--- config.mk ---
export PLATFORM = sky130hd
export DESIGN_NAME = event_pulse_generator
export DESIGN_NICKNAME = d
export VERILOG_FILES = /design/src/rtl/event_pulse_generator.sv
export SDC_FILE = /design/constraint.sdc
export NUM_CORES = 1
export LEC_CHECK = 0
export CORE_AREA = 2 2 69 45
export DETAILED_ROUTE_END_ITERATION = 16
export DIE_AREA = 0 0 71 47
export PLACE_DENSITY = 0.82
export RECOVER_POWER = 100
export SLEW_MARGIN = 5
export SYNTH_ARGS = -nofsm -noshare
export SYNTH_HDL_FRONTEND = slang
export SYNTH_SLANG_ARGS = --single-unit
export TNS_END_PERCENT = 50
--- constraint.sdc ---
create_clock -name clock -period 3.35 [get_ports clock]
set_input_delay 0.67 -clock clock [delete_from_list [all_inputs] [get_ports clock]]
set_output_delay 0.67 -clock clock [all_outputs]
set_load 0.1 [all_outputs]
--- src/rtl/event_pulse_generator.sv ---
// Scheduled event-line driver: accepts (op, delay, width) commands and applies set/clear/toggle/pulse actions on event_out.
// Optional EVENT_GEN_COUNT_EN adds the event_count port counting every strobed action or restore.
//
// state | meaning
// IDLE  | ready for a command, event_out static
// WAIT  | counting down cmd_delay before the action
// HOLD  | pulse level inverted, counting down the pulse width before restore
module event_pulse_generator #(
    parameter int DELAY_WIDTH = 8,
    parameter int WIDTH_WIDTH = 8,
    parameter bit INIT_LEVEL  = 1'b0,
    parameter int COUNT_WIDTH = 16
) (
    input  logic                   clock,
    input  logic                   reset_n,
    input  logic                   cmd_valid,
    output logic                   cmd_ready,
    input  logic [1:0]             cmd_op,
    input  logic [DELAY_WIDTH-1:0] cmd_delay,
    input  logic [WIDTH_WIDTH-1:0] cmd_width,
    input  logic                   cmd_abort,
    output logic                   event_out,
    output logic                   event_strobe,
`ifdef EVENT_GEN_COUNT_EN
    output logic [COUNT_WIDTH-1:0] event_count,
`endif
    output logic                   busy
);

    localparam int CNT_W = (DELAY_WIDTH > WIDTH_WIDTH) ? DELAY_WIDTH : WIDTH_WIDTH;

    localparam logic [1:0] IDLE = 2'd0;
    localparam logic [1:0] WAIT = 2'd1;
    localparam logic [1:0] HOLD = 2'd2;

    localparam logic [1:0] OP_SET_HIGH = 2'd0;
    localparam logic [1:0] OP_SET_LOW  = 2'd1;
    localparam logic [1:0] OP_PULSE    = 2'd3;

    logic [1:0]             state;
    logic [1:0]             op_q;
    logic [WIDTH_WIDTH-1:0] width_q;
    logic [CNT_W-1:0]       counter;
    logic [CNT_W-1:0]       pulse_len_m1;
    logic                   cnt_zero;
    logic                   action_now;
    logic                   restore_now;

    assign cmd_ready = (state == IDLE) && reset_n;
    assign busy      = (state != IDLE);
    assign cnt_zero  = (counter == '0);

    // A zero width still produces a one-cycle pulse.
    assign pulse_len_m1 = (width_q == '0) ? '0 : CNT_W'(width_q) - CNT_W'(1);

    always_comb begin
        action_now  = (state == WAIT) && !cmd_abort && cnt_zero;
        restore_now = (state == HOLD) && (cmd_abort || cnt_zero);
    end

    always_ff @(posedge clock) begin
        if (!reset_n) begin
            state        <= IDLE;
            event_out    <= INIT_LEVEL;
            event_strobe <= 1'b0;
            counter      <= '0;
            op_q         <= OP_SET_HIGH;
            width_q      <= '0;
        end else begin
            event_strobe <= action_now || restore_now;
            case (state)
                IDLE: begin
                    if (cmd_valid) begin
                        op_q    <= cmd_op;
                        width_q <= cmd_width;
                        counter <= CNT_W'(cmd_delay);
                        state   <= WAIT;
                    end
                end
                WAIT: begin
                    if (cmd_abort) begin
                        state <= IDLE;
                    end else if (!cnt_zero) begin
                        counter <= counter - CNT_W'(1);
                    end else begin
                        if (op_q == OP_SET_HIGH) begin
                            event_out <= 1'b1;
                        end else if (op_q == OP_SET_LOW) begin
                            event_out <= 1'b0;
                        end else begin
                            event_out <= ~event_out;
                        end
                        if (op_q == OP_PULSE) begin
                            counter <= pulse_len_m1;
                            state   <= HOLD;
                        end else begin
                            state <= IDLE;
                        end
                    end
                end
                HOLD: begin
                    // Abort during a pulse still restores the line so it never stays inverted.
                    if (restore_now) begin
                        event_out <= ~event_out;
                        state     <= IDLE;
                    end else begin
                        counter <= counter - CNT_W'(1);
                    end
                end
                default: state <= IDLE;
            endcase
        end
    end

`ifdef EVENT_GEN_COUNT_EN
    always_ff @(posedge clock) begin
        if (!reset_n) begin
            event_count <= '0;
        end else if (action_now || restore_now) begin
            event_count <= event_count + COUNT_WIDTH'(1);
        end
    end
`else
    // COUNT_WIDTH only shapes the optional counter.
    if (COUNT_WIDTH > 0) begin : g_no_count
    end
`endif

endmodule
==> metrics.txt, run 1 <==
number of warnings issued by yosys=0; minimum clock period after layout=2.82 ns; type of the worst min-delay path=reg2reg; clock insertion delay at the later pin of the skew report=approximately 0.26 ns; total wire length=3.42 mm; Post-synth EDFFs=0; Resized Gates After CTS=0; NumNets Final=~230; GR Overflow Total=0; unique cell type count in the Yosys netlist=43; worst-margin pin slew=between 1 and 1.5 ns; CTS buffer count=3; # IOs=26; Layout fillers=240; pwr/cell area=about 480 mW/mm^2; worst setup path category=in2reg; final-report hold violation count=0; Setup Slack @ Placement=0.888 ns; Avg Cell Area, Syn=roughly 8.4 sq um; ys async rst share=0%; H-tree levels=1; Syn Nets=~200; share of the synthesized area in the top cell type=a little under a third; final core utilization=between 60% and 70%; Worst Setup Slack, final=0.528 ns; share of layout cells above drive strength 1=roughly 7.1%; sort of element at the end of the critical path=register; Final HPWL DP=2.62 mm; portion of the clock cycle consumed by the worst path in the final layout=between 80% and 90%; total of endpoints with negative setup slack in the final report=0; Max-cap violations=0; detailed-routing iteration count for the pre-antenna-repair pass=4; area of combinational cells with multiple inputs=935 sq um; std cell rows=15; run status=complete, no violations; Post-Syn Area=approximately 0.0015 sq mm; initial core utilization=a little over half; Area contributors post-synth=sky130_fd_sc_hd__dfxtp_1 (30%), sky130_fd_sc_hd__a21boi_0 (7.7%), sky130_fd_sc_hd__nand2_1 (7.7%); number of buffers added on ports=25; Layout area overhead=20.9%; proportion of synthesized chip area in sequential cells=30.2%; die outline height=47 um; unrepaired setup endpoints after global routing=false; commonest non-fill, non-tap cells in the layout=sky130_fd_sc_hd__nand2_1 (30), sky130_fd_sc_hd__dfxtp_1 (22), sky130_fd_sc_hd__clkdlybuf4s50_1 (19); Core Footprint=about 0.0027 sq mm; relative slew slack=22.3%; number of cells produced by synthesis=between 150 and 200; CTS sink count=22; vias in the first global route=approximately 1300; Antenna Nets Post-Route=0; data arrival time of the critical path=3.02 ns; setup TNS=0 ns; TritonCTS clock tree=done; die area=~0.0033 sq mm; Chip Width=a little over 70 um; register bit total from synthesis=22; cell taking the most area after synthesis=sky130_fd_sc_hd__dfxtp_1; maximum clock frequency=354 MHz; register area=roughly 440 sq um; Initial DRC Count=73; average wire per cell in the routed design=~15 um; peak ir drop on the vdd network=between 0.0002 and 0.0003 V; number of vias per cell after detailed routing=6.03; Leak Pwr=around 0.63 nW; clock transition at the register clock pins on the worst setup and hold paths after CTS=~0.08 ns; DRC violations left=0; pin count of the biggest net entering global routing=26; Clock Path Buffers=2; hold bufs inserted after CTS=0; Final GP Congestion=0.903; total via count after detailed routing=approximately 1400; maximum fanout count along the critical path=7; Critical Path Source Type=primary input; Worst EP required=3.54 ns; worst clock skew=roughly 0.0036 ns; GRT Resource Usage Total=21.9%; Final Max Tran Viols=0; Root Buffer=sky130_fd_sc_hd__clkbuf_8; most common library cell in the layout ignoring fill and taps=sky130_fd_sc_hd__nand2_1; number of antenna violations at the first check in global routing=0; number of diodes added for antenna fixing=0; global-route wire length before repair=~5.6 mm; post-CTS setup buffer count=0; dominant synthesized flop cell=sky130_fd_sc_hd__dfxtp_1
==> synth_stat cells (2+ instances only) <==
library cell	number
sky130_fd_sc_hd__a21boi_0	15
sky130_fd_sc_hd__a21oi_1	3
sky130_fd_sc_hd__a221o_1	2
sky130_fd_sc_hd__a31oi_1	2
sky130_fd_sc_hd__a32o_1	2
sky130_fd_sc_hd__and2_1	2
sky130_fd_sc_hd__buf_2	2
sky130_fd_sc_hd__clkbuf_1	3
sky130_fd_sc_hd__dfxtp_1	22
sky130_fd_sc_hd__ha_1	7
sky130_fd_sc_hd__inv_1	10
sky130_fd_sc_hd__mux2i_1	2
sky130_fd_sc_hd__nand2_1	30
sky130_fd_sc_hd__nand2b_1	3
sky130_fd_sc_hd__nor2_1	7
sky130_fd_sc_hd__nor2b_1	2
sky130_fd_sc_hd__nor3_1	6
sky130_fd_sc_hd__nor3b_1	4
sky130_fd_sc_hd__o21ai_0	13
sky130_fd_sc_hd__o221ai_1	6
sky130_fd_sc_hd__xnor2_1	8
==> worst max-delay path: stages <==
cell	delay, ns
sky130_fd_sc_hd__dlygate4sd3_1	0.61
sky130_fd_sc_hd__a31o_1	0.26
sky130_fd_sc_hd__a221oi_1	0.92
sky130_fd_sc_hd__o221ai_1	0.33
sky130_fd_sc_hd__a21boi_0	0.22
==> routing by layer <==
| metal | track usage (%) | part of all wire [%] |
|---|---|---|
| met1 | 27.5 | 47 |
| met2 | 38.1 | 46 |
| met3 | 6.01 | 5.4 |
| met4 | 6.79 | 1.7 |
| met5 | 0 | 0 |
==> metrics by stage <==
stage	cells	power, mW	hold WS, ns	area (sq um)
floorplan	173	0.579	0.447	1460
CTS	232	0.859	0.492	1800
global route	232	0.894	0.526	1770
finish	232	0.844	0.486	1770
global placement	228	0.653	0.458	1740
detailed placement	228	0.665	0.479	1740
==> cells by family (layout without fill, tap and decap cells) <==
logic type                 Yosys count  in the layout  share of synthesized area [%]
adders and majority gates            7              7                           6.00
xor gates and xnor gates             8              8                           4.80
muxes                                2              2                           1.37
AOI/OAI and AO/OA                   55             55                           29.5
buffers and inverters               15             40                           4.03
and+or+nand+nor                     64             64                           24.2
DFF                                 22             22                           30.2
==> cell type report <==
type                       count  share of cell area, %
sequential                    22                   24.9
inverter                      10                   2.13
timing repair buffer          26                   14.5
clock buffer                   4                   3.12
multi-input combinational    136                   52.9
tap                           34                   2.41
==> report_power, final <==
group          switching [mW]  total [mW]  internal [mW]
registers              0.0338       0.322          0.288
logic                   0.188       0.329          0.141
clock network          0.0886       0.193          0.105
==> flip-flops by register name, summed over array words and instances, names as in the netlist <==
register      count
counter           8
event_out         1
state             2
width_q           8
event_strobe      1
op_q              2
==> path summary, 6_finish.rpt <==
path | from | to | slack [ns] | cells past startpoint
max | cmd_abort | counter[4]$_SDFFE_PN0P_ | 0.53 | 5
min | op_q[1]$_SDFFE_PN0P_ | op_q[1]$_SDFFE_PN0P_ | 0.49 | 2
max reg2reg | counter[0]$_SDFFE_PN0P_ | counter[4]$_SDFFE_PN0P_ | 0.73 | 6
min reg2reg | op_q[1]$_SDFFE_PN0P_ | op_q[1]$_SDFFE_PN0P_ | 0.49 | 2
(Power assumes the default switching activity.)
==> run 2: changes to the inputs <==
Settings changed: CORE_AREA 2 2 69 45 to 2 2 72 47, DIE_AREA 0 0 71 47 to 0 0 74 49, PLACE_DENSITY 0.82 to 0.76.
Clock period 3.35 ns to 2.75 ns, I/O delays scaled along.
==> run 2 against run 1 <==
  * Sequential power is 22% higher
  * Combinational power is 22% higher
  * Sequential share of layout area is 0.11 points higher
  * Global-route usage is 1.4 points lower
  * Clock-buffer cell count is 1 lower
  * Cell count is 4.3% higher
  * Via count is 1.8% lower
  * Utilization is 6.7 points lower
  * Worst hold slack better by 0.0038 ns
  * Critical path depth is 1 higher
  * Clock power is 6% higher
==> metrics.txt, run 2 (same netlist as run 1, synthesis figures left out) <==
maximum fanout count along the critical path=9; Resized Gates After CTS=0; pwr/cell area=between 500 and 600 mW/mm^2; top flop regs=counter: 8 flops, width_q: 8 flops; detailed-routing iteration count for the pre-antenna-repair pass=4; Layout fillers=288; capturing instance or port of the critical path=counter[5]$_SDFFE_PN0P_; setup TNS=0 ns; peak ir drop on the vdd network=0.000274 V; final cell count without fillers=242; Max-cap violations=0; global-route wire length before repair=between 5 and 6 mm; Crit path largest cell delay=approximately 0.75 ns; die area=0.00363 sq mm; Chip Width=~74 um; Leak Pwr=between 0.6 and 0.7 nW; Root Buffer=sky130_fd_sc_hd__clkbuf_8; Clock Path Buffers=2; run status=complete, no violations; worst setup path category=reg2reg; std cell rows=16; unrepaired setup endpoints after global routing=false; relative slew slack=23.0%; die outline height=approximately 49 um; Final GP Congestion=between 0.8 and 0.9; CTS sink count=22; data arrival time of the critical path=between 2 and 2.5 ns; # IOs=26; commonest non-fill, non-tap cells in the layout=sky130_fd_sc_hd__nand2_1 (30), sky130_fd_sc_hd__dfxtp_1 (22), sky130_fd_sc_hd__clkdlybuf4s50_1 (20); Antenna Nets Post-Route=0; portion of the clock cycle consumed by the worst path in the final layout=roughly 85%; type of the worst min-delay path=reg2reg; most common library cell in the layout ignoring fill and taps=sky130_fd_sc_hd__nand2_1; setup slack on the worst flop-to-flop path=0.42 ns; number of antenna violations at the first check in global routing=0; sort of element at the end of the critical path=register; worst-margin pin slew=1.16 ns; vias in the first global route=about 1300; reg-to-reg critical path startpoint=state[0]$_SDFFE_PN0P_; total power=around 1.0 mW; H-tree levels=1; Initial DRC Count=93; Final Max Tran Viols=0; launching element of the worst setup path=state[0]$_SDFFE_PN0P_; GRT Resource Usage Total=between 20% and 30%; average wire per cell in the routed design=between 10 and 15 um; Worst R2R End=counter[5]$_SDFFE_PN0P_; TritonCTS clock tree=done; Max stage delay cell, worst path=sky130_fd_sc_hd__o311ai_0; Critical Path Source Type=register; Worst EP required=a little under 3 ns; number of buffers added on ports=25; DRC violations left=0; Layout area overhead=20.4%; crit-path cells=inv_1 -> ha_1 -> o311ai_0 -> a221o_1 -> nor2_1 -> a32o_1; pin count of the biggest net entering global routing=25; clock transition at the register clock pins on the worst setup and hold paths after CTS=0.08 ns; final-report hold violation count=0; GR Overflow Total=0; hold bufs inserted after CTS=0; post-CTS setup buffer count=0; minimum clock period after layout=2.33 ns; worst clock skew=~0.0014 ns; Inst Count DP=around 240; maximum clock frequency=430 MHz; total wire length=about 3.4 mm; NumNets Final=228; number of vias per cell after detailed routing=around 5.7; total of endpoints with negative setup slack in the final report=0; share of layout cells above drive strength 1=7.11%; worst r2r path cells=6; CTS buffer count=3; Final HPWL DP=about 2.6 mm; Core Footprint=between 0.003 and 0.004 sq mm; number of diodes added for antenna fixing=0; initial core utilization=between 40% and 50%; clock insertion delay at the later pin of the skew report=0.26 ns; total via count after detailed routing=approximately 1400
[run 2: worst max-delay path: cells and delay by family (launching register included)]
kind                     cells  cell delay [ns]
adder cells (fa/ha/maj)      1             0.31
flip-flops                   1             0.34
AO/OA/AOI/OAI                3             1.39
buffers and inverters        1             0.07
AND/OR/NAND/NOR              1             0.11
[run 2: worst min path at each step]
stage,slack (ns),cells after the start,start,to
final,0.49,2,op_q[1]$_SDFFE_PN0P_,op_q[1]$_SDFFE_PN0P_
after global routing,0.53,2,op_q[0]$_SDFFE_PN0P_,op_q[0]$_SDFFE_PN0P_
after CTS,0.49,2,op_q[0]$_SDFFE_PN0P_,op_q[0]$_SDFFE_PN0P_
after detailed placement,0.48,2,op_q[1]$_SDFFE_PN0P_,op_q[1]$_SDFFE_PN0P_
after global placement,0.46,2,state[1]$_SDFFE_PN0P_,state[1]$_SDFFE_PN0P_
after floorplan,0.45,2,state[1]$_SDFFE_PN0P_,state[1]$_SDFFE_PN0P_
[run 2: per-stage QoR]
step | cell area (sq um) | hold slack [ns] | worst slack [ns] | utilization (%)
after CTS | 1800 | 0.494 | 0.453 | 59.4
after detailed placement | 1760 | 0.483 | 0.400 | 58.1
final | 1760 | 0.489 | 0.422 | 58.2
after global placement | 1760 | 0.458 | 0.481 | 58.1
after global routing | 1760 | 0.526 | 0.325 | 58.2
after floorplan | 1460 | 0.447 | 0.672 | -
[run 2: final cells by class]
type	instances	area, sq um	area share, %
multi-input combinational	136	947	53.9
inverter	10	37.5	2.14
tap	45	56.3	3.20
timing repair buffer	26	235	13.4
sequential	22	440	25.1
clock buffer	3	41.3	2.35
[run 2: report_power, final]
group | switching, mW | leakage, nW | internal, mW | total (mW)
sequential | 0.0413 | 0.181 | 0.351 | 0.392
combinational | 0.232 | 0.418 | 0.170 | 0.402
clock | 0.107 | 0.0216 | 0.0980 | 0.205
total | 0.380 | 0.621 | 0.619 | 0.999
[run 2: layer usage]
metal / share of wire [%] / GRT usage (%) / vias to the layer above
met5: 0 / 0 / -
met4: 0.92 / 2.73 / 0
met3: 5.2 / 4.34 / 7
met2: 45 / 33.6 / 43
met1: 48 / 28.2 / 642
li1: - / - / 681
